File: src/rtl/hls_macc_vec.sv
// hls_macc_vec: ap_ctrl_hs signed multiply-accumulate over LANES packed operand pairs, one lane per cycle.
// Define HLS_MACC_VEC_SAT_EN to make each lane add saturate instead of wrap.
module hls_macc_vec #(
  parameter int DATA_W = 32,
  parameter int LANES  = 8,
  parameter int ACC_W  = 64
) (
  input  logic                    ap_clk,
  input  logic                    ap_rst_n,
  input  logic                    ap_start,
  output logic                    ap_done,
  output logic                    ap_idle,
  output logic                    ap_ready,
  input  logic [1:0]              mode,
  input  logic [LANES*DATA_W-1:0] in_a,
  input  logic [LANES*DATA_W-1:0] in_b,
  input  logic [ACC_W-1:0]        in_c,
  output logic [ACC_W-1:0]        out_acc,
  output logic                    out_acc_ap_vld,
  output logic                    out_ovf,
  output logic [31:0]             ap_return
);

  localparam int LANE_CW = $clog2(LANES) + 1;

  typedef enum logic [2:0] {
    IDLE = 3'b001,
    MAC  = 3'b010,
    DONE = 3'b100
  } state_t;

  state_t                   state, state_nxt;
  logic [LANES*DATA_W-1:0]  a_reg, b_reg;
  logic [1:0]               mode_reg;
  logic [LANE_CW-1:0]       lane_cnt;
  logic signed [ACC_W-1:0]  acc, acc_hold;
  logic                     ovf;
  logic                     last_lane;

  logic signed [DATA_W-1:0]   a_i, b_i;
  logic signed [2*DATA_W-1:0] prod;
  logic signed [ACC_W-1:0]    prod_ext, addend, sum, acc_nxt;
  logic                       lane_ovf;

`ifdef HLS_MACC_VEC_SAT_EN
  localparam logic signed [ACC_W-1:0] ACC_MAX = {1'b0, {(ACC_W-1){1'b1}}};
  localparam logic signed [ACC_W-1:0] ACC_MIN = {1'b1, {(ACC_W-1){1'b0}}};
`endif

  assign last_lane = (lane_cnt == LANE_CW'(LANES - 1));
  assign ap_return = out_acc[31:0];

  // Operand registers shift down one lane per MAC cycle, so the current lane is always in the low slot.
  always_comb begin
    a_i      = a_reg[DATA_W-1:0];
    b_i      = (mode_reg == 2'b10) ? a_reg[DATA_W-1:0] : b_reg[DATA_W-1:0];
    prod     = a_i * b_i;
    prod_ext = ACC_W'(prod);
    addend   = (mode_reg == 2'b11) ? -prod_ext : prod_ext;
    sum      = acc + addend;
    lane_ovf = (acc[ACC_W-1] == addend[ACC_W-1]) && (sum[ACC_W-1] != acc[ACC_W-1]);
`ifdef HLS_MACC_VEC_SAT_EN
    if (lane_ovf)
      acc_nxt = acc[ACC_W-1] ? ACC_MIN : ACC_MAX;
    else
      acc_nxt = sum;
`else
    acc_nxt = sum;
`endif
  end

  always_ff @(posedge ap_clk) begin
    if (!ap_rst_n)
      state <= IDLE;
    else
      state <= state_nxt;
  end

  always_comb begin
    state_nxt      = state;
    ap_done        = 1'b0;
    ap_ready       = 1'b0;
    out_acc_ap_vld = 1'b0;
    ap_idle        = 1'b0;
    case (state)
      IDLE: begin
        ap_idle = !ap_start;
        if (ap_start)
          state_nxt = MAC;
      end
      MAC: begin
        if (last_lane)
          state_nxt = DONE;
      end
      DONE: begin
        ap_done        = 1'b1;
        ap_ready       = 1'b1;
        out_acc_ap_vld = 1'b1;
        state_nxt      = IDLE;
      end
      default: state_nxt = IDLE;
    endcase
  end

  // Results are published on the final lane edge so out_acc is already valid while ap_done is high.
  always_ff @(posedge ap_clk) begin
    if (!ap_rst_n) begin
      a_reg    <= '0;
      b_reg    <= '0;
      mode_reg <= 2'b00;
      lane_cnt <= '0;
      acc      <= '0;
      acc_hold <= '0;
      ovf      <= 1'b0;
      out_acc  <= '0;
      out_ovf  <= 1'b0;
    end else begin
      case (state)
        IDLE: begin
          if (ap_start) begin
            a_reg    <= in_a;
            b_reg    <= in_b;
            mode_reg <= mode;
            lane_cnt <= '0;
            ovf      <= 1'b0;
            acc      <= (mode == 2'b01) ? acc_hold : in_c;
          end
        end
        MAC: begin
          acc      <= acc_nxt;
          ovf      <= ovf | lane_ovf;
          a_reg    <= a_reg >> DATA_W;
          b_reg    <= b_reg >> DATA_W;
          lane_cnt <= lane_cnt + LANE_CW'(1);
          if (last_lane) begin
            out_acc  <= acc_nxt;
            acc_hold <= acc_nxt;
            out_ovf  <= ovf | lane_ovf;
          end
        end
        default: ;
      endcase
    end
  end

endmodule

File: config.mk
export PLATFORM = sky130hd
export DESIGN_NAME = hls_macc_vec
export DESIGN_NICKNAME = d
export VERILOG_FILES = /design/src/rtl/hls_macc_vec.sv
export SDC_FILE = /design/constraint.sdc
export NUM_CORES = 2
export LEC_CHECK = 0
export BUFFER_PORTS_ARGS = -buffer_cell sky130_fd_sc_hd__buf_4
export CAP_MARGIN = 20
export CORE_UTILIZATION = 50
export DETAILED_ROUTE_END_ITERATION = 10
export GPL_TIMING_DRIVEN = 0
export PLACE_DENSITY = 0.74
export SKIP_CTS_REPAIR_TIMING = 1
export SLEW_MARGIN = 5
export SYNTH_ARGS = -nofsm -noshare
export SYNTH_HDL_FRONTEND = slang
export SYNTH_SLANG_ARGS = --single-unit
File: constraint.sdc
create_clock -name ap_clk -period 10.52 [get_ports ap_clk]
set_input_delay 1.052 -clock ap_clk [delete_from_list [all_inputs] [get_ports ap_clk]]
set_output_delay 1.052 -clock ap_clk [all_outputs]
set_load 0.005 [all_outputs]
==> results.toml <==
[route]
first_pass_iters = 6
postRouteAntennaNets = 0
post-route-drc-count = 0
finalWirelength_mm = 315
drt_iter0_markers = 6527
vias = 66400
routed_via_density = 5.91
post_drt_wl_per_cell_um = 28.0

[clocking]
clk_pin_slew_ps = 60
insertion_delay_ps = 710
root_buffer = "clkbuf_16"
cts_sinks = 651
cts_buffers = 74
clockBufferDepth = 3
cts_max_level = 3
cts_tree = "yes"

[layout]
syn_to_final_growth_pct = 19.3
postLayoutCellArea_sq_mm = 0.0849
drive_gt1_frac = 0.159
layout_common_cells = "1,865 x nand2_1, 1,036 x fa_1, 966 x inv_1, 831 x buf_4, 649 x dfxtp_1"
layout.nets = 11200
final_common_cell = "nand2_1"

[synthesis]
synth_edf_count = 0
synth-simple-area-share = 0.211
ys_ff_latch = 651
avgSynthCellArea_sq_um = 8.48
netlist_instances = 8400
synth_top_family_by_area = "adder cells"
synth-xor-area-share = 0.0214
synth_compound_area_frac = 0.143
synth_mux_area_frac = 0.00650
syn-num-nets = 10300
synth_area_sq_mm = 0.0712
async_reset_ff_frac = 0
synth-adder-area-share = 0.348
synth_seq_area_share = 0.183
ys.flop_type = "dfxtp_1"
yosys.cell_types.count = 96
yosys_warnings = 0

[setup_path]
crit_path_start = "a_reg[8]"
end_kind = "flip-flop"
cp_max_fo = 10
cp-endpoint = "acc[62]"
crit_top_cell = "fa_1"
rr_worst_depth = 40
r2r-start = "a_reg[8]"
crit_required_ps = 11070
max_stage_delay_ps = 830
rr_endpoint = "acc[62]"
rrSetupSlack_ps = -1600
cpMaxStageDelayCell = "dfxtp_1"
worst_setup_path_start_kind = "flip-flop"
crit_arrival_ps = 12670
critPathKind = "flip-flop to flip-flop"

[global_route]
grt_max_degree = 21
grt_pass1_wl_mm = 440
grt_pass1_vias = 65200
grt-ovfl-total = 0
grt_usage = 0.428
antenna_found_initial = 47

[floorplan]
rows = 138
fp.coreArea_sq_mm = 0.141
die_h_um = 379
initial_core_util = 0.504
ios = 682
dieArea_sq_mm = 0.144
die-width_um = 379

[job]
maxCapViolations = 0

[hold_path]
hp-class = "flip-flop to flip-flop"
min_path_cells = 2

[placement]
dp_hpwl_mm = 261
place_area_sq_mm = 0.0791
gp_congestion = 1.05
port_buffers = 681

[status]
status = "finished with violations"
violations = "setup timing"

[sta]
hold_viol_final = 0
rsz0062_at_grt = "true"
period_minus_slack_ps = 12120
layout_setup_ws_ps = -1600
fin_skew_ps = 75.4
slew_violations = 0
period_share = 1.15
setup_viol = 77
worst_pin_slew_ps = 1290
max_slew_margin = 0.134
max_clock_freq_mhz = 82.5
## layout make-up
type | instances | area, sq um
fillers | 12700 | 56500
multi-input cells | 6146 | 53900
flip-flops and latches | 651 | 13000
repair buffers | 811 | 6400
inverters | 977 | 3670
plain buffers | 612 | 3000
well taps | 1890 | 2360
clock buffers | 94 | 2070
clock inverters | 34 | 468
diodes | 16 | 40.0
## how the worst min path moves through the flow
stage                  endpoint  slack (ps)        start
floorplan           lane_cnt[3]         420  lane_cnt[3]
global placement     b_reg[250]         440   b_reg[250]
detailed placement   b_reg[237]         450   b_reg[237]
finish               b_reg[237]         460   b_reg[237]
CTS                  b_reg[237]         460   b_reg[237]
global route        lane_cnt[3]         480  lane_cnt[3]
## cell usage after synthesis, types with 62 or more instances
library cell / instances / area, sq um
nor2b_1: 135 / 845
nand2_1: 1876 / 7040
ha_1: 249 / 3120
fa_1: 1083 / 21700
xor2_1: 62 / 543
inv_1: 977 / 3670
nor2_1: 142 / 533
xnor2_1: 112 / 981
o21ai_0: 113 / 566
a21oi_1: 263 / 1320
a21o_1: 72 / 541
nand3_1: 536 / 2680
dfxtp_1: 651 / 13000
o211a_1: 458 / 4580
clkbuf_1: 560 / 2100
a21boi_0: 106 / 796
and2_1: 407 / 2550
## layer usage
metal  GRT usage  wire length [um]  vias up
li1            -                 -    28800
met1       0.520            116000    33200
met2       0.670            142000     3488
met3      0.0976             29900      968
met4       0.308             27100       34
met5           0               240        -
## cell families (layout without fill, tap and decap cells)
| logic type | Yosys count | count (layout) |
|---|---|---|
| compound gates | 1301 | 1301 |
| xor+xnor | 174 | 174 |
| fa+ha+maj | 1332 | 1332 |
| buf+inv | 1603 | 2528 |
| flops | 651 | 651 |
| mux | 42 | 42 |
| other cells | 0 | 16 |
| simple gates | 3297 | 3297 |
## worst max-delay path: cells and delay by family, from the launching register on
family | cells | cell delay (ps)
flip-flops | 1 | 830
AO/OA/AOI/OAI | 15 | 3640
XOR/XNOR | 3 | 480
adder cells (fa/ha/maj) | 10 | 4760
AND/OR/NAND/NOR | 7 | 1170
buffers and inverters | 5 | 1110
## metrics by stage
stage | utilization | setup TNS (ps) | setup WS (ps) | cells | hold slack [ps]
floorplan | - | 0 | 2.47 | 8400 | 422
global placement | 0.558 | -142740 | -2720 | 11000 | 444
detailed placement | 0.559 | -145750 | -2700 | 11000 | 447
CTS | 0.577 | -151550 | -2790 | 11100 | 455
global route | 0.600 | -74070 | -1740 | 11200 | 477
finish | 0.601 | -62340 | -1600 | 11200 | 457
Power is not shown: default switching activity piles up to over one toggle a cycle in this logic, so the estimate is an artifact.
